## config.mk

```make
export PLATFORM = sky130hd
export DESIGN_NAME = fetch_unit
export DESIGN_NICKNAME = d
export VERILOG_FILES = /design/src/rtl/fetch_unit_pkg.sv /design/src/rtl/fetch_pc.sv /design/src/rtl/fetch_unit.sv
export SDC_FILE = /design/constraint.sdc
export NUM_CORES = 1
export LEC_CHECK = 0
export ABC_AREA = 1
export CAP_MARGIN = 20
export CORE_MARGIN = 2
export CORE_UTILIZATION = 50
export CTS_BUF_LIST = sky130_fd_sc_hd__clkbuf_4 sky130_fd_sc_hd__clkbuf_8
export CTS_CLUSTER_SIZE = 10
export DETAILED_ROUTE_END_ITERATION = 8
export GPL_TIMING_DRIVEN = 0
export HOLD_SLACK_MARGIN = 0.12
export PLACE_DENSITY = 0.8
export SLEW_MARGIN = 20
export SYNTH_ARGS = -nofsm -noshare
export SYNTH_HDL_FRONTEND = slang
export SYNTH_HIERARCHICAL = 1
export SYNTH_SLANG_ARGS = --single-unit
export TNS_END_PERCENT = 10
```

## constraint.sdc

```tcl
create_clock -name clk -period 2.1 [get_ports clk]
set_input_delay 0.42 -clock clk [delete_from_list [all_inputs] [get_ports clk]]
set_output_delay 0.42 -clock clk [all_outputs]
set_load 0.02 [all_outputs]
```

## src/rtl/fetch_unit_pkg.sv

```systemverilog
// -----------------------------------------------------------------------------
// fetch_unit_pkg
// Shared definitions for the instruction-fetch stage:
//   - fetch_state_e : FSM encoding for REQUEST / WAIT / HOLD
//   - INSTSIZE_DEF  : default instruction width
//   - PC_INC        : sequential PC increment (one 32-bit instruction)
//   - ALIGN_BITS    : number of low PC bits forced to zero on redirect
// -----------------------------------------------------------------------------
package fetch_unit_pkg;

    typedef enum logic [1:0] {
        ST_REQUEST = 2'd0,
        ST_WAIT    = 2'd1,
        ST_HOLD    = 2'd2
    } fetch_state_e;

    localparam int unsigned INSTSIZE_DEF = 32;
    localparam int unsigned PC_INC       = 4;
    localparam int unsigned ALIGN_BITS   = 2;

endpackage

```

## src/rtl/fetch_pc.sv

```systemverilog
// -----------------------------------------------------------------------------
// fetch_pc
// Program-counter register with its next-pc selection.
// Priority: reset > branch (word-aligned target) > advance (pc + 4) > hold.
// pc + 4 wraps modulo 2^WORDSIZE with no overflow indication.
//
// Ports:
//   clk          in   clock, rising edge
//   reset        in   synchronous active-high reset, loads RESETPC
//   branch       in   redirect request
//   branchtarget in   redirect address; low two bits are cleared
//   advance      in   step to the next sequential instruction
//   pc           out  current program counter
// -----------------------------------------------------------------------------
module fetch_pc
    import fetch_unit_pkg::*;
#(
    parameter int unsigned             WORDSIZE = 64,
    parameter logic [WORDSIZE-1:0]     RESETPC  = '0
) (
    input  logic                clk,
    input  logic                reset,
    input  logic                branch,
    input  logic [WORDSIZE-1:0] branchtarget,
    input  logic                advance,
    output logic [WORDSIZE-1:0] pc
);

    // Clears the byte-offset bits of a redirect target.
    localparam logic [WORDSIZE-1:0] ALIGN_MASK = {{(WORDSIZE-ALIGN_BITS){1'b1}}, {ALIGN_BITS{1'b0}}};

    logic [WORDSIZE-1:0] pc_r;
    logic [WORDSIZE-1:0] pc_nxt_s;

    // Next-pc mux; a redirect always overrides sequential advance.
    always_comb begin
        pc_nxt_s = pc_r;
        if (branch) begin
            pc_nxt_s = branchtarget & ALIGN_MASK;
        end else if (advance) begin
            pc_nxt_s = pc_r + WORDSIZE'(PC_INC);
        end else begin
            pc_nxt_s = pc_r;
        end
    end

    // PC register with synchronous reset.
    always_ff @(posedge clk) begin
        if (reset) begin
            pc_r <= RESETPC;
        end else begin
            pc_r <= pc_nxt_s;
        end
    end

    assign pc = pc_r;

endmodule

```

## src/rtl/fetch_unit.sv

```systemverilog
// -----------------------------------------------------------------------------
// fetch_unit
// Instruction-fetch stage. Holds the PC, issues one outstanding request at a
// time to instruction memory (req/gnt/valid), and presents the fetched
// instruction plus its PC to decode (valid/ready). A branch redirect replaces
// the PC and squashes any in-flight or held wrong-path instruction.
//
// Optional build macro: FETCH_COUNT_EN adds fetchcount / squashcount outputs.
//
// Ports:
//   clk          in   clock, rising edge
//   reset        in   synchronous active-high reset
//   branch       in   redirect request from branch control
//   branchtarget in   redirect address (bits [1:0] ignored)
//   imemreq      out  request valid to instruction memory
//   imemaddr     out  request address (== pc)
//   imemgnt      in   memory accepts the request this cycle
//   imemvalid    in   response valid
//   imemdata     in   response instruction
//   instvalid    out  instruction available to decode
//   instready    in   decode accepts this cycle
//   inst         out  held instruction
//   instpc       out  address of inst
//   fetchcount   out  (FETCH_COUNT_EN) instructions accepted by decode
//   squashcount  out  (FETCH_COUNT_EN) responses discarded / held insts dropped
// -----------------------------------------------------------------------------
module fetch_unit
    import fetch_unit_pkg::*;
#(
    parameter int unsigned         WORDSIZE = 64,
    parameter int unsigned         INSTSIZE = INSTSIZE_DEF,
    parameter logic [WORDSIZE-1:0] RESETPC  = '0
) (
    input  logic                clk,
    input  logic                reset,
    input  logic                branch,
    input  logic [WORDSIZE-1:0] branchtarget,
    output logic                imemreq,
    output logic [WORDSIZE-1:0] imemaddr,
    input  logic                imemgnt,
    input  logic                imemvalid,
    input  logic [INSTSIZE-1:0] imemdata,
    output logic                instvalid,
    input  logic                instready,
    output logic [INSTSIZE-1:0] inst,
    output logic [WORDSIZE-1:0] instpc
`ifdef FETCH_COUNT_EN
    ,
    output logic [31:0]         fetchcount,
    output logic [31:0]         squashcount
`endif
);

    fetch_state_e        state_r;
    fetch_state_e        state_nxt_s;
    logic                squash_r;
    logic                squash_nxt_s;
    logic                imemreq_r;
    logic                instvalid_r;
    logic [INSTSIZE-1:0] inst_r;
    logic [WORDSIZE-1:0] instpc_r;
    logic                capture_s;
    logic                advance_s;
    logic                granted_s;
    logic [WORDSIZE-1:0] pc_s;

    fetch_pc #(
        .WORDSIZE (WORDSIZE),
        .RESETPC  (RESETPC)
    ) u_fetch_pc (
        .clk          (clk),
        .reset        (reset),
        .branch       (branch),
        .branchtarget (branchtarget),
        .advance      (advance_s),
        .pc           (pc_s)
    );

    // A grant only counts while our registered request is actually driven.
    assign granted_s = imemreq_r & imemgnt;

    // Next-state, squash and capture decisions for the fetch FSM.
    always_comb begin
        state_nxt_s  = state_r;
        squash_nxt_s = squash_r;
        capture_s    = 1'b0;
        advance_s    = 1'b0;
        case (state_r)
            ST_REQUEST: begin
                if (granted_s) begin
                    // Redirect in the grant cycle: the old-pc request is now
                    // in flight and its response must be thrown away.
                    state_nxt_s  = ST_WAIT;
                    squash_nxt_s = branch;
                end else begin
                    state_nxt_s  = ST_REQUEST;
                    squash_nxt_s = squash_r;
                end
            end
            ST_WAIT: begin
                if (imemvalid) begin
                    if (squash_r || branch) begin
                        // Wrong-path response: drop it and refetch from pc.
                        state_nxt_s  = ST_REQUEST;
                        squash_nxt_s = 1'b0;
                    end else begin
                        state_nxt_s  = ST_HOLD;
                        squash_nxt_s = 1'b0;
                        capture_s    = 1'b1;
                        advance_s    = 1'b1;
                    end
                end else if (branch) begin
                    state_nxt_s  = ST_WAIT;
                    squash_nxt_s = 1'b1;
                end else begin
                    state_nxt_s  = ST_WAIT;
                    squash_nxt_s = squash_r;
                end
            end
            ST_HOLD: begin
                // A branch drops the held instruction (unless decode takes it
                // in the same cycle); either way pc already follows the target.
                if (instready || branch) begin
                    state_nxt_s = ST_REQUEST;
                end else begin
                    state_nxt_s = ST_HOLD;
                end
                squash_nxt_s = 1'b0;
            end
            default: begin
                state_nxt_s  = ST_REQUEST;
                squash_nxt_s = 1'b0;
            end
        endcase
    end

    // FSM state, squash flag and registered outputs.
    always_ff @(posedge clk) begin
        if (reset) begin
            state_r     <= ST_REQUEST;
            squash_r    <= 1'b0;
            imemreq_r   <= 1'b0;
            instvalid_r <= 1'b0;
            inst_r      <= '0;
            instpc_r    <= '0;
        end else begin
            state_r     <= state_nxt_s;
            squash_r    <= squash_nxt_s;
            // Outputs follow the state being entered so they line up with it.
            imemreq_r   <= (state_nxt_s == ST_REQUEST);
            instvalid_r <= (state_nxt_s == ST_HOLD);
            if (capture_s) begin
                inst_r   <= imemdata;
                instpc_r <= pc_s;
            end else begin
                inst_r   <= inst_r;
                instpc_r <= instpc_r;
            end
        end
    end

    assign imemreq   = imemreq_r;
    assign imemaddr  = pc_s;
    assign instvalid = instvalid_r;
    assign inst      = inst_r;
    assign instpc    = instpc_r;

`ifdef FETCH_COUNT_EN
    logic [31:0] fetchcount_r;
    logic [31:0] squashcount_r;
    logic        fetch_evt_s;
    logic        squash_evt_s;

    assign fetch_evt_s  = instvalid_r & instready;
    // Discarded response in WAIT, or held instruction dropped by a branch.
    assign squash_evt_s = ((state_r == ST_WAIT) & imemvalid & (squash_r | branch)) |
                          ((state_r == ST_HOLD) & branch & ~instready);

    // Wrapping event counters.
    always_ff @(posedge clk) begin
        if (reset) begin
            fetchcount_r  <= 32'd0;
            squashcount_r <= 32'd0;
        end else begin
            if (fetch_evt_s) begin
                fetchcount_r <= fetchcount_r + 32'd1;
            end else begin
                fetchcount_r <= fetchcount_r;
            end
            if (squash_evt_s) begin
                squashcount_r <= squashcount_r + 32'd1;
            end else begin
                squashcount_r <= squashcount_r;
            end
        end
    end

    assign fetchcount  = fetchcount_r;
    assign squashcount = squashcount_r;
`endif

endmodule

```

==> summary.md <==
| Metric | Value |
|---|---|
| Drt drc | 0 |
| Final hold violation count | 0 |
| Syn Inst Count | 1375 |
| Clock-pin slew on the worst setup and hold paths | 0.10 ns |
| Clk Latency, worst-skew pair | 0.47 ns |
| CP top delay family | buffers and inverters |
| Initial DRC count | 925 |
| Tcrit/Tclk final | 97.8% |
| Tot GR Track Use | 32.4% |
| CP Cell Sequence | clkdlybuf4s50_1 |
| Crit path time final | 2.05 ns |
| CP max-delay cell | clkdlybuf4s50_1 |
| Top post-synthesis cells by area | dfxtp_1 (36%), nand2_1 (13%), nor2_1 (13%) |
| Sequential cell area fraction in the yosys report | 36.2% |
| CTS Buffer Depth | 2 |
| R2R Setup Slk | 0.15 ns |
| Vias per cell | 5.39 |
| Syn Area/Cell | 6.56 sq um |
| Largest net degree at the start of global routing | 17 |
| Area of the multi-input gates | 0.00478 sq mm |
| Clock Root Buffer | clkbuf_8 |
| Die Y | 138 um |
| CTS Buf Count | 17 |
| WP depth | 1 |
| Final instance area | 0.0124 sq mm |
| WP data arrival | 1.63 ns |
| First-pass detailed-route iteration total | 7 |
| CP bufs+invs | 1 |
| Crit Path Category | reg2out |
| HP Class | in2reg |
| Worst R2R Start | u_fetch_pc/pc[2]$_SDFFE_PP0P_ |
| P_leak | 5.01 nW |
| Synth unique cells | 36 |
| Setup ws final | 0.0461 ns |
| Routed wire per std cell | 16.9 um |
| Global-route wire length before repair | 49.3 mm |
| FF-to-FF End | u_fetch_pc/pc[56]$_SDFFE_PP0P_ |
| Worst EP required | 1.68 ns |
| Clk sinks | 163 |
| Vias | 10200 |
| Rows | 49 |
| Gp weighted congestion | 0.964 |
| Setup Skew | 0.0174 ns |
| Antenna Cells | 0 |
| Fin util | 69.3% |
| Grt ovf | 0 |
| Cell Pwr Density | 562 mW/mm^2 |
| Final Net Count | 1758 |
| Sequential cell area | 0.00329 sq mm |
| DP Wirelength | 24.3 mm |
| FILL cells | 1551 |
| Worst Reg-to-Reg Cells | 10 |
| Status | finished, final reports clean |
| Area grow syn2layout | 37.2% |
| Top-area cell type share of the netlist area | 36.2% |
| Leading area contributor after synthesis | dfxtp_1 |
| FMAX | 0.487 GHz |
| Yosys Warn Count | 6 |
| Min-Delay Endpoint | squash_r$_SDFFE_PP0P_ |
| Max cap viols | 0 |
| RSZ-0062 raised after global routing | no |
| Worst vdd ir | 381 uV |
| Most frequent cells in the layout | nand2_1 (310), nor2_1 (298), clkdlybuf4s50_1 (244) |
| Core Footprint | 0.0178 sq mm |
| Pre-CTS worst setup slack | -1.40 ns |
| Number of global-route vias before repair | 9138 |
| Antenna violations before repair | 0 |
| DRT antenna net count | 0 |
| Share of layout cells above drive strength 1 | 8.69% |
| Hold buffer count at CTS | 0 |
| CTS tree | done |
| Hold path depth | 3 |
| Setup violators final | 0 |
| Die Span X | 138 um |
| Number of synthesized register bits | 163 |
| Starting Density | 50.5% |
| Placed inst area | 0.0119 sq mm |
| Commonest non-fill, non-tap cell in the layout | nand2_1 |
| Nature of the critical path endpoint | output pin |
| DRT Wirelength | 32.1 mm |
| Min-Delay Startpoint | branch |
| Slew @ Worst Pin | 0.625 ns |
| Synthesized area | 0.00902 sq mm |
| Die ar. | 0.0191 sq mm |
| Worst path max stage delay | 0.69 ns |
| Slew margin rel. | 58.3% |
| Htree depth | 4 |
| IO Port Bufs | 258 |
| Ports | 264 |
| Critical path startpoint category | flip-flop |
| Worst Path Max Fanout | 7 |
| Fin. max-slew vios | 0 |
[what timing repair did]
item	CTS	global route
gates resized for setup	15	33
setup endpoints to repair	70	75
setup buffers	2	0
pin swaps	2	0
[synth_stat cells (all sizes together)]
master,count
conb,1
a31oi,11
dlymetal6s2s,1
o21ai,9
inv,155
nand3b,2
xor2,9
a22oi,45
clkbuf,26
o21bai,17
nand2,326
buf,51
nand4,103
nor3,1
xnor2,20
ha,1
a21oi,53
dfxtp,163
nor2,317
nand3,64
[cells by family (layout without fill, tap and decap cells)]
logic type | Yosys count | count (layout) | share of synthesized area (%)
flops | 163 | 163 | 36.2
simple gates | 813 | 813 | 40.1
buf+inv | 233 | 525 | 11.0
compound gates | 135 | 135 | 9.78
fa+ha+maj | 1 | 1 | 0.139
other cells | 1 | 2 | 0.0416
xor+xnor | 29 | 29 | 2.82
[power breakdown]
part           switching (mW)  internal [mW]  leakage, nW
sequential              0.178           3.21         1.34
clock                    1.30           1.02        0.189
combinational           0.667          0.574         3.49
[area by class of cell]
cell class | instances | share of cell area (%)
buffer | 78 | 3.41
clock inverter | 12 | 0.981
clock buffer | 20 | 2.12
multi-input combinational | 980 | 38.7
timing repair buffer | 260 | 21.2
sequential | 163 | 26.6
inverter | 155 | 4.70
tap | 229 | 2.32
[sequential cells by signal, indices dropped and copies added, names as in the netlist]
name and count:
imemreq 1, instpc 64, state_r 2, u_fetch_pc/pc 62
inst 32, instvalid 1, squash_r 1
[how the worst max path moves through the flow]
stage / to / start
after global placement: u_fetch_pc/pc[52]$_SDFFE_PP0P_ / branch
after detailed placement: u_fetch_pc/pc[52]$_SDFFE_PP0P_ / branch
after CTS: imemaddr[38] / u_fetch_pc/pc[38]$_SDFFE_PP0P_
after floorplan: u_fetch_pc/pc[49]$_SDFFE_PP0P_ / imemvalid
final: imemaddr[54] / u_fetch_pc/pc[54]$_SDFFE_PP0P_
after global routing: imemaddr[56] / u_fetch_pc/pc[56]$_SDFFE_PP0P_
[stage by stage]
stage	total power, mW	TNS [ns]	hold WS (ns)	std cells
3_3_place_gp	4.65	-77.94	0.462	1863
5_1_grt	7.20	0	0.412	1897
2_1_floorplan	4.06	0	0.489	1376
3_5_place_dp	4.67	-78.91	0.471	1863
4_1_cts	6.94	0	0.488	1897
6_report	6.95	0	0.398	1897
[routing by layer]
| layer | global-route usage [%] | wire length, um | share of wire (%) | vias up |
|---|---|---|---|---|
| met3 | 5.82 | 2890 | 9.0 | 73 |
| li1 | - | - | - | 4970 |
| met5 | 0 | 0 | 0 | - |
| met2 | 51.8 | 14700 | 46 | 542 |
| met4 | 14.2 | 1230 | 3.8 | 0 |
| met1 | 43.0 | 13300 | 41 | 4637 |
No activity file was read; power rests on OpenSTA's default activity.
